### src/rtl/alu_control_seq.sv
// Registered ALU control decoder: {ALUOp, Funct} in over valid/ready, {Operation, Bnegate}
// out of a one-entry register, with a multiply stall window and a saturating illegal-op count.
module alu_control_seq #(
  parameter int FUNCT_W     = 4,
  parameter int MUL_LATENCY = 4,
  parameter int ILL_CNT_W   = 8
) (
  input  logic                 clk,
  input  logic                 reset_n,
  input  logic                 in_valid,
  output logic                 in_ready,
  input  logic [1:0]           ALUOp,
  input  logic [FUNCT_W-1:0]   Funct,
  output logic                 out_valid,
  input  logic                 out_ready,
  output logic [3:0]           Operation,
  output logic                 Bnegate,
  output logic                 illegal,
  output logic                 mul_busy,
  output logic [ILL_CNT_W-1:0] ill_count
);

  localparam int CNT_W = (MUL_LATENCY > 0) ? $clog2(MUL_LATENCY + 1) : 1;

  typedef enum logic {IDLE, MUL_WAIT} state_t;

  typedef struct packed {
    logic [3:0] op;
    logic       bneg;
    logic       ill;
  } dec_t;

  state_t           state_q, state_d;
  logic [CNT_W-1:0] cnt_q, cnt_d;
  dec_t             dec;
  logic             rdy_int, accept, is_mul;

  // Decode table; every path assigns every field.
  always_comb begin
    dec = '{op: 4'b0010, bneg: 1'b0, ill: 1'b0};
    unique case (ALUOp)
      2'b00: dec = '{op: 4'b0010, bneg: 1'b0, ill: 1'b0};
      2'b01: dec = '{op: 4'b0010, bneg: 1'b1, ill: 1'b0};
      2'b11: dec = '{op: 4'b0100, bneg: 1'b0, ill: 1'b0};
      default: begin
        if ((Funct >> 4) != '0) begin
          dec = '{op: 4'b0000, bneg: 1'b0, ill: 1'b1};
        end else begin
          case (Funct[3:0])
            4'b0010: dec = '{op: 4'b0010, bneg: 1'b0, ill: 1'b0};
            4'b1010: dec = '{op: 4'b0010, bneg: 1'b1, ill: 1'b0};
            4'b0000: dec = '{op: 4'b0000, bneg: 1'b0, ill: 1'b0};
            4'b0001: dec = '{op: 4'b0001, bneg: 1'b0, ill: 1'b0};
            4'b0011: dec = '{op: 4'b0011, bneg: 1'b0, ill: 1'b0};
            4'b0110: dec = '{op: 4'b0110, bneg: 1'b0, ill: 1'b0};
            4'b0101: dec = '{op: 4'b0101, bneg: 1'b0, ill: 1'b0};
            default: dec = '{op: 4'b0000, bneg: 1'b0, ill: 1'b1};
          endcase
        end
      end
    endcase
  end

  // Reset only masks the visible ready; internal accept is irrelevant while flops are held.
  assign rdy_int  = (state_q == IDLE) && (!out_valid || out_ready);
  assign in_ready = reset_n && rdy_int;
  assign accept   = in_valid && rdy_int;
  assign is_mul   = (ALUOp == 2'b11);
  assign mul_busy = (state_q == MUL_WAIT);

  always_ff @(posedge clk or negedge reset_n) begin
    if (!reset_n) begin
      state_q <= IDLE;
      cnt_q   <= '0;
    end else begin
      state_q <= state_d;
      cnt_q   <= cnt_d;
    end
  end

  always_comb begin
    state_d = state_q;
    cnt_d   = cnt_q;
    case (state_q)
      IDLE: begin
        if (accept && is_mul && (MUL_LATENCY > 0)) begin
          state_d = MUL_WAIT;
          cnt_d   = CNT_W'(MUL_LATENCY);
        end
      end
      MUL_WAIT: begin
        cnt_d = cnt_q - 1'b1;
        if (cnt_q == CNT_W'(1)) state_d = IDLE;
      end
      default: begin
        state_d = IDLE;
        cnt_d   = '0;
      end
    endcase
  end

  // One-entry output register: reload on accept, clear on drain without accept.
  always_ff @(posedge clk or negedge reset_n) begin
    if (!reset_n) begin
      out_valid <= 1'b0;
      Operation <= '0;
      Bnegate   <= 1'b0;
      illegal   <= 1'b0;
    end else if (accept) begin
      out_valid <= 1'b1;
      Operation <= dec.op;
      Bnegate   <= dec.bneg;
      illegal   <= dec.ill;
    end else if (out_ready) begin
      out_valid <= 1'b0;
    end
  end

  always_ff @(posedge clk or negedge reset_n) begin
    if (!reset_n) begin
      ill_count <= '0;
    end else if (accept && dec.ill && (ill_count != '1)) begin
      ill_count <= ill_count + 1'b1;
    end
  end

endmodule

### config.mk
export PLATFORM = sky130hd
export DESIGN_NAME = alu_control_seq
export DESIGN_NICKNAME = d
export VERILOG_FILES = /design/src/rtl/alu_control_seq.sv
export SDC_FILE = /design/constraint.sdc
export NUM_CORES = 1
export LEC_CHECK = 0
export BUFFER_PORTS_ARGS = -buffer_cell sky130_fd_sc_hd__buf_2
export CAP_MARGIN = 20
export CORE_MARGIN = 2
export CORE_UTILIZATION = 39
export DETAILED_ROUTE_END_ITERATION = 10
export PLACE_DENSITY = 0.71
export SYNTH_ARGS = -nofsm -noshare
export SYNTH_HDL_FRONTEND = slang
export SYNTH_SLANG_ARGS = --single-unit
export TNS_END_PERCENT = 100
### constraint.sdc
create_clock -name clk -period 1.94 [get_ports clk]
set_input_delay 0.097 -clock clk [delete_from_list [all_inputs] [get_ports clk]]
set_output_delay 0.097 -clock clk [all_outputs]
set_load 0.005 [all_outputs]
==> impl_results.html, run 1 <==
<table>
<tr><th>Metric</th><th>Value</th></tr>
<tr><th colspan="2">Run status</th></tr>
<tr><td>Run status</td><td>finished, final reports clean</td></tr>
<tr><th colspan="2">Critical path</th></tr>
<tr><td>Critical path endpoint category</td><td>register</td></tr>
<tr><td>Arrival time of data at the critical path endpoint</td><td>1920 ps</td></tr>
<tr><td>Critical path type</td><td>register to register</td></tr>
<tr><td>Critical Path Start Type</td><td>register</td></tr>
<tr><td>Required time at the worst-slack endpoint</td><td>2110 ps</td></tr>
<tr><td>Reg-to-reg setup timing slack</td><td>190 ps</td></tr>
<tr><td>Worst-path fanout max</td><td>6</td></tr>
<tr><th colspan="2">Clocking</th></tr>
<tr><td>Clock transition time at the flip-flop clock pins of the worst setup and hold paths</td><td>90 ps</td></tr>
<tr><td>Maximum count of clock buffers along a single path</td><td>2</td></tr>
<tr><td>TritonCTS Buffers</td><td>3</td></tr>
<tr><td>Insertion delay of the later-clocked pin in the worst-skew pair</td><td>290 ps</td></tr>
<tr><td>Count of H-tree levels built during CTS</td><td>1</td></tr>
<tr><td>CTS Root Buffer Type</td><td>clkbuf_4</td></tr>
<tr><td>Post-CTS sizing</td><td>0</td></tr>
<tr><td>TritonCTS clock tree</td><td>yes</td></tr>
<tr><td>Clock Sinks</td><td>18</td></tr>
<tr><th colspan="2">Global route</th></tr>
<tr><td>Vias in the first global route</td><td>695</td></tr>
<tr><td>Antenna violations before repair</td><td>0</td></tr>
<tr><td>Total track usage</td><td>15.0%</td></tr>
<tr><td>Remaining global-route overflow</td><td>0</td></tr>
<tr><td>Largest net degree at the start of global routing</td><td>19</td></tr>
<tr><td>Global-route wire length before repair</td><td>3.13 mm</td></tr>
<tr><th colspan="2">Floorplanning</th></tr>
<tr><td>Area of the die</td><td>2970 µm²</td></tr>
<tr><td>Core area</td><td>2450 µm²</td></tr>
<tr><td>Top-Level Pins</td><td>27</td></tr>
<tr><td>Width of the die</td><td>54.5 µm</td></tr>
<tr><td>Die height</td><td>54.5 µm</td></tr>
<tr><td>Initial core utilization</td><td>40.5%</td></tr>
<tr><td>Cell Rows</td><td>18</td></tr>
<tr><th colspan="2">Cells and area</th></tr>
<tr><td>Commonest non-fill, non-tap cells in the layout</td><td>buf_2 (25), dfrtp_1 (18), nand2_1 (12)</td></tr>
<tr><td>Number of filler instances in the final layout</td><td>233</td></tr>
<tr><td>NumNets Final</td><td>141</td></tr>
<tr><td>Cell area after layout</td><td>1180 µm²</td></tr>
<tr><td>Fraction of final layout cells sized beyond drive strength 1</td><td>28.6%</td></tr>
<tr><td>Most common library cell in the layout ignoring fill and taps</td><td>buf_2</td></tr>
<tr><td>Layout area overhead</td><td>19.1%</td></tr>
<tr><td>Diode count</td><td>0</td></tr>
<tr><th colspan="2">Run</th></tr>
<tr><td>Number of max-cap violations</td><td>0</td></tr>
<tr><th colspan="2">Placement</th></tr>
<tr><td>Placer's final routability congestion estimate</td><td>0.718</td></tr>
<tr><td>Area post-placement</td><td>1150 µm²</td></tr>
<tr><td>Detail Placement HPWL</td><td>1.57 mm</td></tr>
<tr><td>Port buffer count</td><td>25</td></tr>
<tr><th colspan="2">Synth</th></tr>
<tr><td>Cell count after synthesis</td><td>98</td></tr>
<tr><td>Synthesis Warnings</td><td>0</td></tr>
<tr><td>Multiplexer share of the synthesized area</td><td>4.28%</td></tr>
<tr><td>Cell area after synthesis</td><td>993 µm²</td></tr>
<tr><td>Cells taking the most area after synthesis</td><td>dfrtp_1 (45%), nand2_1 (4.5%), xor2_1 (4.4%)</td></tr>
<tr><td>Share of synthesized area occupied by flip-flops and latches</td><td>45.3%</td></tr>
<tr><td>Combinational family with the most area after synthesis</td><td>simple AND/OR/NAND/NOR gates</td></tr>
<tr><td>Average footprint of a synthesized cell</td><td>10.1 µm²</td></tr>
<tr><td>Simple-gate share of the synthesized area</td><td>28.5%</td></tr>
<tr><td>Total of flip-flops plus latches after synthesis</td><td>18</td></tr>
<tr><td>Biggest area consumer among synthesized cells</td><td>dfrtp_1</td></tr>
<tr><td>Net count after synthesis</td><td>111</td></tr>
<tr><td>Area share of the largest cell type after synthesis</td><td>45.3%</td></tr>
<tr><td>Xor and xnor area share after synthesis</td><td>6.17%</td></tr>
<tr><td>Post-synthesis compound-gate area fraction</td><td>8.44%</td></tr>
<tr><td>Distinct cell type count after synthesis</td><td>33</td></tr>
<tr><td>Share of synthesized cell area in full adder, half adder and majority cells</td><td>3.78%</td></tr>
<tr><th colspan="2">Route</th></tr>
<tr><td>Residual antenna-violating net count after detailed routing</td><td>0</td></tr>
<tr><td>Average vias per placed instance</td><td>5.04</td></tr>
<tr><td>Detailed-routing wirelength on met1</td><td>931 µm</td></tr>
<tr><td>Met2 Routed Length</td><td>927 µm</td></tr>
<tr><td>Iteration count of the initial detailed-routing pass</td><td>2</td></tr>
<tr><td>Routed WL</td><td>1.98 mm</td></tr>
<tr><td># DRC</td><td>0</td></tr>
<tr><td>Initial DRC Count</td><td>9</td></tr>
<tr><td>Uppermost signal routing layer after detailed routing</td><td>met4</td></tr>
<tr><td>Vias</td><td>786</td></tr>
<tr><td>Wire length on met3</td><td>111 µm</td></tr>
<tr><td>Wire length per cell after detailed routing</td><td>12.7 µm</td></tr>
<tr><th colspan="2">STA</th></tr>
<tr><td>Total negative setup slack</td><td>0 ps</td></tr>
<tr><td># setup viols final</td><td>0</td></tr>
<tr><td>Post-route clock period utilization</td><td>90.1%</td></tr>
<tr><td>Achievable Freq</td><td>572 MHz</td></tr>
<tr><td>Unrepaired setup endpoints after global routing</td><td>no</td></tr>
<tr><td>Minimum period implied by the final worst setup slack</td><td>1750 ps</td></tr>
<tr><td>Slew Viols, Final</td><td>0</td></tr>
<tr><td>Clock Skew</td><td>9.35 ps</td></tr>
<tr><td>Endpoints failing hold</td><td>0</td></tr>
<tr><th colspan="2">Power and ir drop</th></tr>
<tr><td>Static leakage</td><td>0.566 nW</td></tr>
<tr><td>Worst voltage drop across the vdd grid</td><td>818 µV</td></tr>
<tr><td>Cell area power density</td><td>1040 nW/µm²</td></tr>
<tr><th colspan="2">Min path</th></tr>
<tr><td>Min-Delay Path Class</td><td>input port to register</td></tr>
</table>
-- critical path, cell delays in order (launching register included) --
cell and delay (ps):
dfrtp_1 440, nand2b_4 170, nor2_2 240, nand4_4 190, a41oi_2 240, mux2_1 350
-- Yosys cell counts --
cell type and number:
ha_1 3, conb_1 1, dfrtp_1 18, nor2_2 1
a31oi_1 1, nand2b_4 1, nor3_1 2, o2111ai_1 1
nand4_4 1, nand2_1 12, buf_4 1, nor3_4 1
nor3b_2 1, nor4b_1 1, and4_1 1, xor2_1 5
inv_1 5, clkbuf_2 1, o21ai_0 6, mux2i_1 2
xnor2_1 2, and2_1 1, nor3b_1 1, nor4_4 1
nor2_1 8, nand3_1 5, a21oi_1 3, nand2b_1 3
nor2b_1 2, a41oi_2 1, o21bai_1 1, nand4_1 3
mux2_1 2
-- layout make-up --
| type | count | area (µm²) | area share, % |
|---|---|---|---|
| clock buffers | 3 | 22.5 | 1.90 |
| inverters | 5 | 18.8 | 1.59 |
| multi-input cells | 73 | 512 | 43.2 |
| flip-flops and latches | 18 | 450 | 38.1 |
| well taps | 30 | 37.5 | 3.17 |
| repair buffers | 27 | 143 | 12.1 |
-- worst paths after layout --
path                                 to     start  cells past startpoint
max in group asynchronous      cnt_q[1]   reset_n                      3
hold reg to reg                 illegal   illegal                      2
setup / recovery           ill_count[1]  mul_busy                      5
min in group asynchronous  Operation[0]   reset_n                      3
setup reg to reg           ill_count[1]  mul_busy                      5
hold / removal                out_valid  in_valid                      3
-- sequential cells by signal, summed over array words and instances (netlist names) --
name / cells
Operation: 3
Bnegate: 1
cnt_q: 3
ill_count: 8
illegal: 1
mul_busy: 1
out_valid: 1
-- timing repair --
action | 4_1_cts | 5_1_grt
endpoints found under the hold margin | 18 | 0
buffers inserted | 0 | 0
hold buffers | 1 | 0
-- cells by family after synthesis --
logic type	Yosys count
AOI/OAI and AO/OA	13
DFF	18
and+or+nand+nor	45
xor gates and xnor gates	7
adders and majority gates	3
buffers and inverters	7
other	1
muxes	4
-- metal layers --
metal | global-route usage, % | vias up
met5 | 0 | -
met4 | 2.50 | 0
met3 | 6.28 | 2
met2 | 22.7 | 17
met1 | 20.4 | 373
li1 | - | 394
-- metrics by stage --
| stage | total power [mW] | instances | util [%] | setup WS, ps | hold WS (ps) |
|---|---|---|---|---|---|
| 6_report | 1.23 | 156 | 48.2 | 192 | 100 |
| 5_1_grt | 1.35 | 156 | 48.2 | 93.4 | 116 |
| 4_1_cts | 1.25 | 156 | 48.2 | 187 | 92.8 |
| 3_5_place_dp | 1.07 | 152 | 46.9 | 208 | 96.5 |
| 3_3_place_gp | 1.04 | 152 | 46.9 | 293 | 92.9 |
| 2_1_floorplan | 0.871 | 98 | - | 329 | -199 |
-- power breakdown --
part,total [mW],internal [mW],switching (mW)
combinational,0.443,0.207,0.235
clock,0.181,0.0722,0.109
sequential,0.609,0.500,0.110
total,1.23,0.779,0.454
(Power assumes the default switching activity.)
==> inputs of run 2 (changes only) <==
--- a/config.mk
+++ b/config.mk
@@ -10,7 +10,7 @@
 export CORE_MARGIN = 2
 export CORE_UTILIZATION = 39
 export DETAILED_ROUTE_END_ITERATION = 10
-export PLACE_DENSITY = 0.71
+export PLACE_DENSITY_LB_ADDON = 0.15
 export SYNTH_ARGS = -nofsm -noshare
 export SYNTH_HDL_FRONTEND = slang
 export SYNTH_SLANG_ARGS = --single-unit
==> run 2 against run 1 <==
Sequential cell count unchanged. Critical path depth unchanged. Wire length decreased by 3.1%. Clock-buffer cell count did not move. Worst hold slack got worse by 9.0 ps. Largest cell class unchanged. Largest power group unchanged. Highest routed layer unchanged.
==> impl_results.html, run 2 (same netlist as run 1, synthesis figures left out) <==
<table>
<tr><th>Metric</th><th>Value</th></tr>
<tr><th colspan="2">Run status</th></tr>
<tr><td>Run status</td><td>finished, final reports clean (unchanged)</td></tr>
<tr><th colspan="2">Cells and area</th></tr>
<tr><td>Layout area overhead</td><td>18.4% (was 19.1%)</td></tr>
<tr><td>Number of filler instances in the final layout</td><td>244 (was 233)</td></tr>
<tr><td>Most common library cell in the layout ignoring fill and taps</td><td>buf_2 (unchanged)</td></tr>
<tr><td>Fraction of final layout cells sized beyond drive strength 1</td><td>28.0% (was 28.6%)</td></tr>
<tr><td>Commonest non-fill, non-tap cells in the layout</td><td>buf_2 (25), dfrtp_1 (18), nand2_1 (12) (unchanged)</td></tr>
<tr><td>Largest reg by FF count</td><td>ill_count (unchanged)</td></tr>
<tr><td>Diode count</td><td>0 (unchanged)</td></tr>
<tr><td>Area of the multi-input gates</td><td>512 µm² (unchanged)</td></tr>
<tr><td>Top Registers</td><td>ill_count (8), Operation (3), cnt_q (3) (unchanged)</td></tr>
<tr><td>NumNets Final</td><td>140 (was 141)</td></tr>
<tr><td>Max reg flops</td><td>8 (unchanged)</td></tr>
<tr><td>Area taken by flip-flops and latches</td><td>450 µm² (unchanged)</td></tr>
<tr><th colspan="2">Power and ir drop</th></tr>
<tr><td>Sw frac</td><td>36.6% (was 36.8%)</td></tr>
<tr><td>Overall power</td><td>1.22 mW (was 1.23 mW)</td></tr>
<tr><td>Sw power</td><td>0.448 mW (was 0.454 mW)</td></tr>
<tr><td>Sequential group share of total power</td><td>49.2% (was 49.4%)</td></tr>
<tr><td>Worst voltage drop across the vdd grid</td><td>574 µV (was 818 µV)</td></tr>
<tr><td>Internal power of the cells</td><td>0.777 mW (was 0.779 mW)</td></tr>
<tr><td>Static leakage</td><td>0.561 nW (was 0.566 nW)</td></tr>
<tr><td>Clock power share</td><td>15.1% (was 14.7%)</td></tr>
<tr><td>Cell area power density</td><td>1040 nW/µm² (about the same)</td></tr>
<tr><td>Comb power frac</td><td>35.6% (was 35.9%)</td></tr>
<tr><th colspan="2">Clocking</th></tr>
<tr><td>Maximum count of clock buffers along a single path</td><td>2 (unchanged)</td></tr>
<tr><td>CTS Root Buffer Type</td><td>clkbuf_4 (unchanged)</td></tr>
<tr><td>TritonCTS clock tree</td><td>yes (unchanged)</td></tr>
<tr><td>Count of H-tree levels built during CTS</td><td>1 (unchanged)</td></tr>
<tr><td>Insertion delay of the later-clocked pin in the worst-skew pair</td><td>290 ps (about the same)</td></tr>
<tr><td>Post-CTS sizing</td><td>0 (unchanged)</td></tr>
<tr><td>Post-CTS setup repair buffer count</td><td>0 (unchanged)</td></tr>
<tr><td>TritonCTS Buffers</td><td>3 (unchanged)</td></tr>
<tr><td>Number of hold buffers added after CTS</td><td>1 (unchanged)</td></tr>
<tr><td>Clock Sinks</td><td>18 (unchanged)</td></tr>
<tr><td>Clock transition time at the flip-flop clock pins of the worst setup and hold paths</td><td>100 ps (was 90 ps)</td></tr>
<tr><th colspan="2">Run</th></tr>
<tr><td>Number of max-cap violations</td><td>0 (unchanged)</td></tr>
<tr><th colspan="2">Route</th></tr>
<tr><td>Average vias per placed instance</td><td>4.99 (was 5.04)</td></tr>
<tr><td>Routed WL</td><td>1.92 mm (was 1.98 mm)</td></tr>
<tr><td>Residual antenna-violating net count after detailed routing</td><td>0 (unchanged)</td></tr>
<tr><td>Iteration count of the initial detailed-routing pass</td><td>4 (was 2)</td></tr>
<tr><td># DRC</td><td>0 (unchanged)</td></tr>
<tr><td>Wire length per cell after detailed routing</td><td>12.4 µm (was 12.7 µm)</td></tr>
<tr><td>Initial DRC Count</td><td>10 (was 9)</td></tr>
<tr><td>Vias</td><td>774 (was 786)</td></tr>
<tr><th colspan="2">STA</th></tr>
<tr><td>Slew Viols, Final</td><td>0 (unchanged)</td></tr>
<tr><td>Minimum hold slack</td><td>91.2 ps (was 100 ps)</td></tr>
<tr><td>Clock Skew</td><td>1.19 ps (was 9.35 ps)</td></tr>
<tr><td>Achievable Freq</td><td>583 MHz (was 572 MHz)</td></tr>
<tr><td># setup viols final</td><td>0 (unchanged)</td></tr>
<tr><td>Endpoints failing hold</td><td>0 (unchanged)</td></tr>
<tr><td>Post-route clock period utilization</td><td>88.5% (was 90.1%)</td></tr>
<tr><td>Minimum period implied by the final worst setup slack</td><td>1720 ps (was 1750 ps)</td></tr>
<tr><td>Total negative setup slack</td><td>0 ps (unchanged)</td></tr>
<tr><td>Unrepaired setup endpoints after global routing</td><td>no (unchanged)</td></tr>
<tr><th colspan="2">Global route</th></tr>
<tr><td>Remaining global-route overflow</td><td>0 (unchanged)</td></tr>
<tr><td>Global-route wire length before repair</td><td>3.35 mm (was 3.13 mm)</td></tr>
<tr><td>Antenna violations before repair</td><td>0 (unchanged)</td></tr>
<tr><td>Vias in the first global route</td><td>752 (was 695)</td></tr>
<tr><td>Total track usage</td><td>16.0% (was 15.0%)</td></tr>
<tr><td>Largest net degree at the start of global routing</td><td>20 (was 19)</td></tr>
<tr><th colspan="2">Critical path</th></tr>
<tr><td>Max incr delay on CP</td><td>390 ps (was 440 ps)</td></tr>
<tr><td>Worst-path fanout max</td><td>6 (unchanged)</td></tr>
<tr><td>Critical path endpoint category</td><td>register (unchanged)</td></tr>
<tr><td>Critical Path Start Type</td><td>register (unchanged)</td></tr>
<tr><td>Cell family with most CP delay</td><td>simple AND/OR/NAND/NOR gates (unchanged)</td></tr>
<tr><td>Slowest-stage cell, CP</td><td>dfrtp_1 (unchanged)</td></tr>
<tr><td>Arrival time of data at the critical path endpoint</td><td>1900 ps (was 1920 ps)</td></tr>
<tr><td>Series of cell instances along the critical path</td><td>nor2b_1 -&gt; nor2_2 -&gt; nand4_4 -&gt; nor4_4 -&gt; mux2_1 (was nand2b_4 -&gt; nor2_2 -&gt; nand4_4 -&gt; a41oi_2 -&gt; mux2_1)</td></tr>
<tr><td>Required time at the worst-slack endpoint</td><td>2120 ps (was 2110 ps)</td></tr>
<tr><td>Critical path buffers and inverters</td><td>0 (unchanged)</td></tr>
<tr><td>Critical path type</td><td>register to register (unchanged)</td></tr>
<tr><th colspan="2">Floorplanning</th></tr>
<tr><td>Initial core utilization</td><td>40.5% (unchanged)</td></tr>
<tr><td>Core area</td><td>2450 µm² (unchanged)</td></tr>
<tr><td>Area of the die</td><td>2970 µm² (unchanged)</td></tr>
<tr><td>Die height</td><td>54.5 µm (unchanged)</td></tr>
<tr><td>Width of the die</td><td>54.5 µm (unchanged)</td></tr>
<tr><td>Cell Rows</td><td>18 (unchanged)</td></tr>
<tr><td>Top-Level Pins</td><td>27 (unchanged)</td></tr>
<tr><th colspan="2">Placement</th></tr>
<tr><td>Detail Placement HPWL</td><td>1.48 mm (was 1.57 mm)</td></tr>
<tr><td>Port buffer count</td><td>25 (unchanged)</td></tr>
<tr><td>Placer's final routability congestion estimate</td><td>0.730 (was 0.718)</td></tr>
<tr><th colspan="2">Min path</th></tr>
<tr><td>Min-Delay Path Class</td><td>input port to register (unchanged)</td></tr>
</table>
-- run 2: path summary, 6_finish.rpt --
path | cells after the start | to | slack, ps | start
hold / removal | 3 | out_valid | 90 | in_valid
max in group asynchronous | 2 | mul_busy | 1380 | reset_n
setup reg to reg | 5 | ill_count[6] | 220 | out_valid
hold reg to reg | 2 | illegal | 500 | illegal
min in group asynchronous | 2 | ill_count[4] | 260 | reset_n
setup / recovery | 5 | ill_count[6] | 220 | out_valid
-- run 2: layout make-up --
type,count,share of cell area [%]
inverters,5,1.60
clock buffers,3,1.91
well taps,30,3.19
multi-input cells,73,43.5
flip-flops and latches,18,38.3
repair buffers,26,11.5
-- run 2: through the flow --
step	worst slack, ps	util (%)	area [µm²]	std cells
6_report	224	47.9	1180	155
2_1_floorplan	329	-	993	98
4_1_cts	202	47.9	1180	155
3_5_place_dp	226	46.6	1140	151
5_1_grt	67.6	47.9	1180	155
3_3_place_gp	280	46.6	1140	151
-- run 2: per-layer routing --
| layer | vias up | GRT usage (%) | wire length, µm |
|---|---|---|---|
| met3 | 2 | 2.46 | 91 |
| met2 | 18 | 25.3 | 974 |
| li1 | 392 | - | - |
| met1 | 362 | 21.4 | 842 |
| met5 | - | 0 | 0 |
| met4 | 0 | 7.50 | 13 |
-- run 2: power by group through the flow --
stage / registers [mW] / clock network (mW) / logic [mW]
after global placement: 0.608 / 0 / 0.437
after global routing: 0.629 / 0.211 / 0.514
after CTS: 0.607 / 0.198 / 0.449
final: 0.603 / 0.185 / 0.437
after detailed placement: 0.615 / 0 / 0.441
after floorplan: 0.608 / 0 / 0.264
-- run 2: worst register-to-register path, stage by stage, from the launching register on --
cell     delay (ps)
dfrtp_1         390
nor2b_1         170
nor2_2          280
nand4_4         200
nor4_4          240
mux2_1          340
==> inputs of run 3 (changes only) <==
--- a/config.mk
+++ b/config.mk
@@ -10,6 +10,7 @@
 export CORE_MARGIN = 2
 export CORE_UTILIZATION = 39
 export DETAILED_ROUTE_END_ITERATION = 10
+export MAX_ROUTING_LAYER = met4
 export PLACE_DENSITY_LB_ADDON = 0.15
 export SYNTH_ARGS = -nofsm -noshare
 export SYNTH_HDL_FRONTEND = slang
==> run 3 against run 2 <==
Critical path depth unchanged. Via count unchanged. Clock-buffer cell count unchanged. Utilization unchanged.
==> impl_results.html, run 3 (same netlist as run 1, synthesis figures left out) <==
<table>
<tr><th>Metric</th><th>Value</th></tr>
<tr><th colspan="2">Placement</th></tr>
<tr><td>Placer's final routability congestion estimate</td><td>0.739 (was 0.730)</td></tr>
<tr><td>Area post-placement</td><td>1140 µm² (unchanged)</td></tr>
<tr><td>Detail Placement HPWL</td><td>1.48 mm (unchanged)</td></tr>
<tr><td>Port buffer count</td><td>25 (unchanged)</td></tr>
<tr><th colspan="2">Floorplanning</th></tr>
<tr><td>Die height</td><td>54.5 µm (unchanged)</td></tr>
<tr><td>Cell Rows</td><td>18 (unchanged)</td></tr>
<tr><td>Initial core utilization</td><td>40.5% (unchanged)</td></tr>
<tr><td>Width of the die</td><td>54.5 µm (unchanged)</td></tr>
<tr><td>Top-Level Pins</td><td>27 (unchanged)</td></tr>
<tr><td>Core area</td><td>2450 µm² (unchanged)</td></tr>
<tr><td>Area of the die</td><td>2970 µm² (unchanged)</td></tr>
<tr><th colspan="2">Route</th></tr>
<tr><td># DRC</td><td>0 (unchanged)</td></tr>
<tr><td>Vias</td><td>774 (unchanged)</td></tr>
<tr><td>Routed WL</td><td>1.92 mm (unchanged)</td></tr>
<tr><td>Wire length per cell after detailed routing</td><td>12.4 µm (unchanged)</td></tr>
<tr><td>Average vias per placed instance</td><td>4.99 (unchanged)</td></tr>
<tr><td>Residual antenna-violating net count after detailed routing</td><td>0 (unchanged)</td></tr>
<tr><td>Iteration count of the initial detailed-routing pass</td><td>4 (unchanged)</td></tr>
<tr><td>Initial DRC Count</td><td>10 (unchanged)</td></tr>
<tr><th colspan="2">Clocking</th></tr>
<tr><td>TritonCTS clock tree</td><td>yes (unchanged)</td></tr>
<tr><td>Clock transition time at the flip-flop clock pins of the worst setup and hold paths</td><td>100 ps (about the same)</td></tr>
<tr><td>Maximum count of clock buffers along a single path</td><td>2 (unchanged)</td></tr>
<tr><td>Clock Sinks</td><td>18 (unchanged)</td></tr>
<tr><td>CTS Root Buffer Type</td><td>clkbuf_4 (unchanged)</td></tr>
<tr><td>Insertion delay of the later-clocked pin in the worst-skew pair</td><td>290 ps (about the same)</td></tr>
<tr><td>Post-CTS sizing</td><td>0 (unchanged)</td></tr>
<tr><td>Count of H-tree levels built during CTS</td><td>1 (unchanged)</td></tr>
<tr><td>TritonCTS Buffers</td><td>3 (unchanged)</td></tr>
<tr><th colspan="2">Critical path</th></tr>
<tr><td>Series of cell instances along the critical path</td><td>nor2b_1 -&gt; nor2_2 -&gt; nand4_4 -&gt; nor4_4 -&gt; mux2_1 (unchanged)</td></tr>
<tr><td>Critical Path Start Type</td><td>register (unchanged)</td></tr>
<tr><td>Slowest-stage cell, CP</td><td>dfrtp_1 (unchanged)</td></tr>
<tr><td>Capture point of the worst reg-to-reg path</td><td>ill_count[6] (unchanged)</td></tr>
<tr><td>Reg-to-reg setup timing slack</td><td>220 ps (about the same)</td></tr>
<tr><td>Max incr delay on CP</td><td>390 ps (about the same)</td></tr>
<tr><td>Critical path endpoint category</td><td>register (unchanged)</td></tr>
<tr><td>Critical path type</td><td>register to register (unchanged)</td></tr>
<tr><td>Startpoint of the most critical register-to-register path</td><td>out_valid (unchanged)</td></tr>
<tr><td>Required time at the worst-slack endpoint</td><td>2120 ps (about the same)</td></tr>
<tr><td>Crit path to</td><td>ill_count[6] (unchanged)</td></tr>
<tr><td>Arrival time of data at the critical path endpoint</td><td>1900 ps (about the same)</td></tr>
<tr><td>Worst-path fanout max</td><td>6 (unchanged)</td></tr>
<tr><td>Count of cells along the worst register-to-register path</td><td>5 (unchanged)</td></tr>
<tr><td>Worst setup startpoint</td><td>out_valid (unchanged)</td></tr>
<tr><th colspan="2">STA</th></tr>
<tr><td>Clock Skew</td><td>1.19 ps (about the same)</td></tr>
<tr><td>Unrepaired setup endpoints after global routing</td><td>no (unchanged)</td></tr>
<tr><td>Total negative setup slack</td><td>0 ps (unchanged)</td></tr>
<tr><td>Achievable Freq</td><td>583 MHz (about the same)</td></tr>
<tr><td>Slew Viols, Final</td><td>0 (unchanged)</td></tr>
<tr><td>Minimum period implied by the final worst setup slack</td><td>1720 ps (about the same)</td></tr>
<tr><td>Endpoints failing hold</td><td>0 (unchanged)</td></tr>
<tr><td># setup viols final</td><td>0 (unchanged)</td></tr>
<tr><td>Post-route clock period utilization</td><td>88.5% (about the same)</td></tr>
<tr><th colspan="2">Global route</th></tr>
<tr><td>Remaining global-route overflow</td><td>0 (unchanged)</td></tr>
<tr><td>Total track usage</td><td>16.5% (was 16.0%)</td></tr>
<tr><td>Global-route wire length before repair</td><td>3.36 mm (was 3.35 mm)</td></tr>
<tr><td>Antenna violations before repair</td><td>0 (unchanged)</td></tr>
<tr><td>Vias in the first global route</td><td>751 (was 752)</td></tr>
<tr><td>Largest net degree at the start of global routing</td><td>20 (unchanged)</td></tr>
<tr><th colspan="2">Power and ir drop</th></tr>
<tr><td>Static leakage</td><td>0.561 nW (unchanged)</td></tr>
<tr><td>Cell area power density</td><td>1040 nW/µm² (about the same)</td></tr>
<tr><td>Worst voltage drop across the vdd grid</td><td>574 µV (about the same)</td></tr>
<tr><td>Overall power</td><td>1.22 mW (about the same)</td></tr>
<tr><th colspan="2">Cells and area</th></tr>
<tr><td>Most common library cell in the layout ignoring fill and taps</td><td>buf_2 (unchanged)</td></tr>
<tr><td>Diode count</td><td>0 (unchanged)</td></tr>
<tr><td>NumNets Final</td><td>140 (unchanged)</td></tr>
<tr><td>Layout area overhead</td><td>18.4% (unchanged)</td></tr>
<tr><td>Largest reg by FF count</td><td>ill_count (unchanged)</td></tr>
<tr><td>Max reg flops</td><td>8 (unchanged)</td></tr>
<tr><td>Commonest non-fill, non-tap cells in the layout</td><td>buf_2 (25), dfrtp_1 (18), nand2_1 (12) (unchanged)</td></tr>
<tr><td>Top Registers</td><td>ill_count (8), Operation (3), cnt_q (3) (unchanged)</td></tr>
<tr><td>Fraction of final layout cells sized beyond drive strength 1</td><td>28.0% (unchanged)</td></tr>
<tr><td>Cell area after layout</td><td>1180 µm² (unchanged)</td></tr>
<tr><th colspan="2">Min path</th></tr>
<tr><td>Min-Delay Path Class</td><td>input port to register (unchanged)</td></tr>
<tr><th colspan="2">Run status</th></tr>
<tr><td>Run status</td><td>finished, final reports clean (unchanged)</td></tr>
<tr><th colspan="2">Run</th></tr>
<tr><td>Number of max-cap violations</td><td>0 (unchanged)</td></tr>
</table>
==> run 3: cell counts in the layout (fill, tap and decap cells not counted) <==
No cell type changed its count.
==> run 3: how the worst min path moves through the flow <==
stage / slack [ps] / endpoint / depth (start not counted) / startpoint
finish: 90 / out_valid / 3 / in_valid
global route: 80 / out_valid / 3 / in_valid
CTS: 80 / out_valid / 3 / in_valid
detailed placement: 60 / Operation[2] / 1 / reset_n
global placement: 60 / Operation[0] / 1 / reset_n
floorplan: -200 / Bnegate / 0 / reset_n
==> run 3: layout make-up <==
class,instances,area [µm²]
Fill cell,244,1280
Multi-Input combinational cell,73,512
Sequential cell,18,450
Timing Repair Buffer,26,135
Tap cell,30,37.5
Clock buffer,3,22.5
Inverter,5,18.8
==> run 3: metrics by stage <==
step                hold WS, ps  utilization [%]  setup slack, ps  instances
global route               79.4             47.9             67.6        155
global placement           58.9             46.6              280        151
detailed placement         60.7             46.6              226        151
CTS                        76.0             47.9              202        155
floorplan                  -199                -              329         98
finish                     91.2             47.9              224        155
==> run 3: critical path, delay by kind of cell (launching register included) <==
kind	cells	cell delay [ps]
AND/OR/NAND/NOR	4	880
flip-flops	1	390
multiplexers	1	340
==> run 3: where the power goes <==
| part | leakage, nW | total [mW] | switching, mW | internal (mW) |
|---|---|---|---|---|
| clock network | 0.0138 | 0.185 | 0.113 | 0.0721 |
| logic | 0.322 | 0.437 | 0.231 | 0.205 |
| registers | 0.225 | 0.603 | 0.104 | 0.499 |
==> run 3: metal layers <==
| metal | vias up | global-route usage, % | part of all wire, % | wire length (µm) |
|---|---|---|---|---|
| li1 | 392 | - | - | - |
| met1 | 362 | 21.4 | 44 | 842 |
| met2 | 18 | 25.3 | 51 | 974 |
| met3 | 2 | 2.46 | 4.7 | 91 |
| met4 | 0 | 7.50 | 0.68 | 13 |
| met5 | - | - | 0 | 0 |
==> run 3: what timing repair did <==
item	in CTS	in global routing
hold buffers	1	0
endpoints found under the hold margin	18	0
buffers inserted	0	0
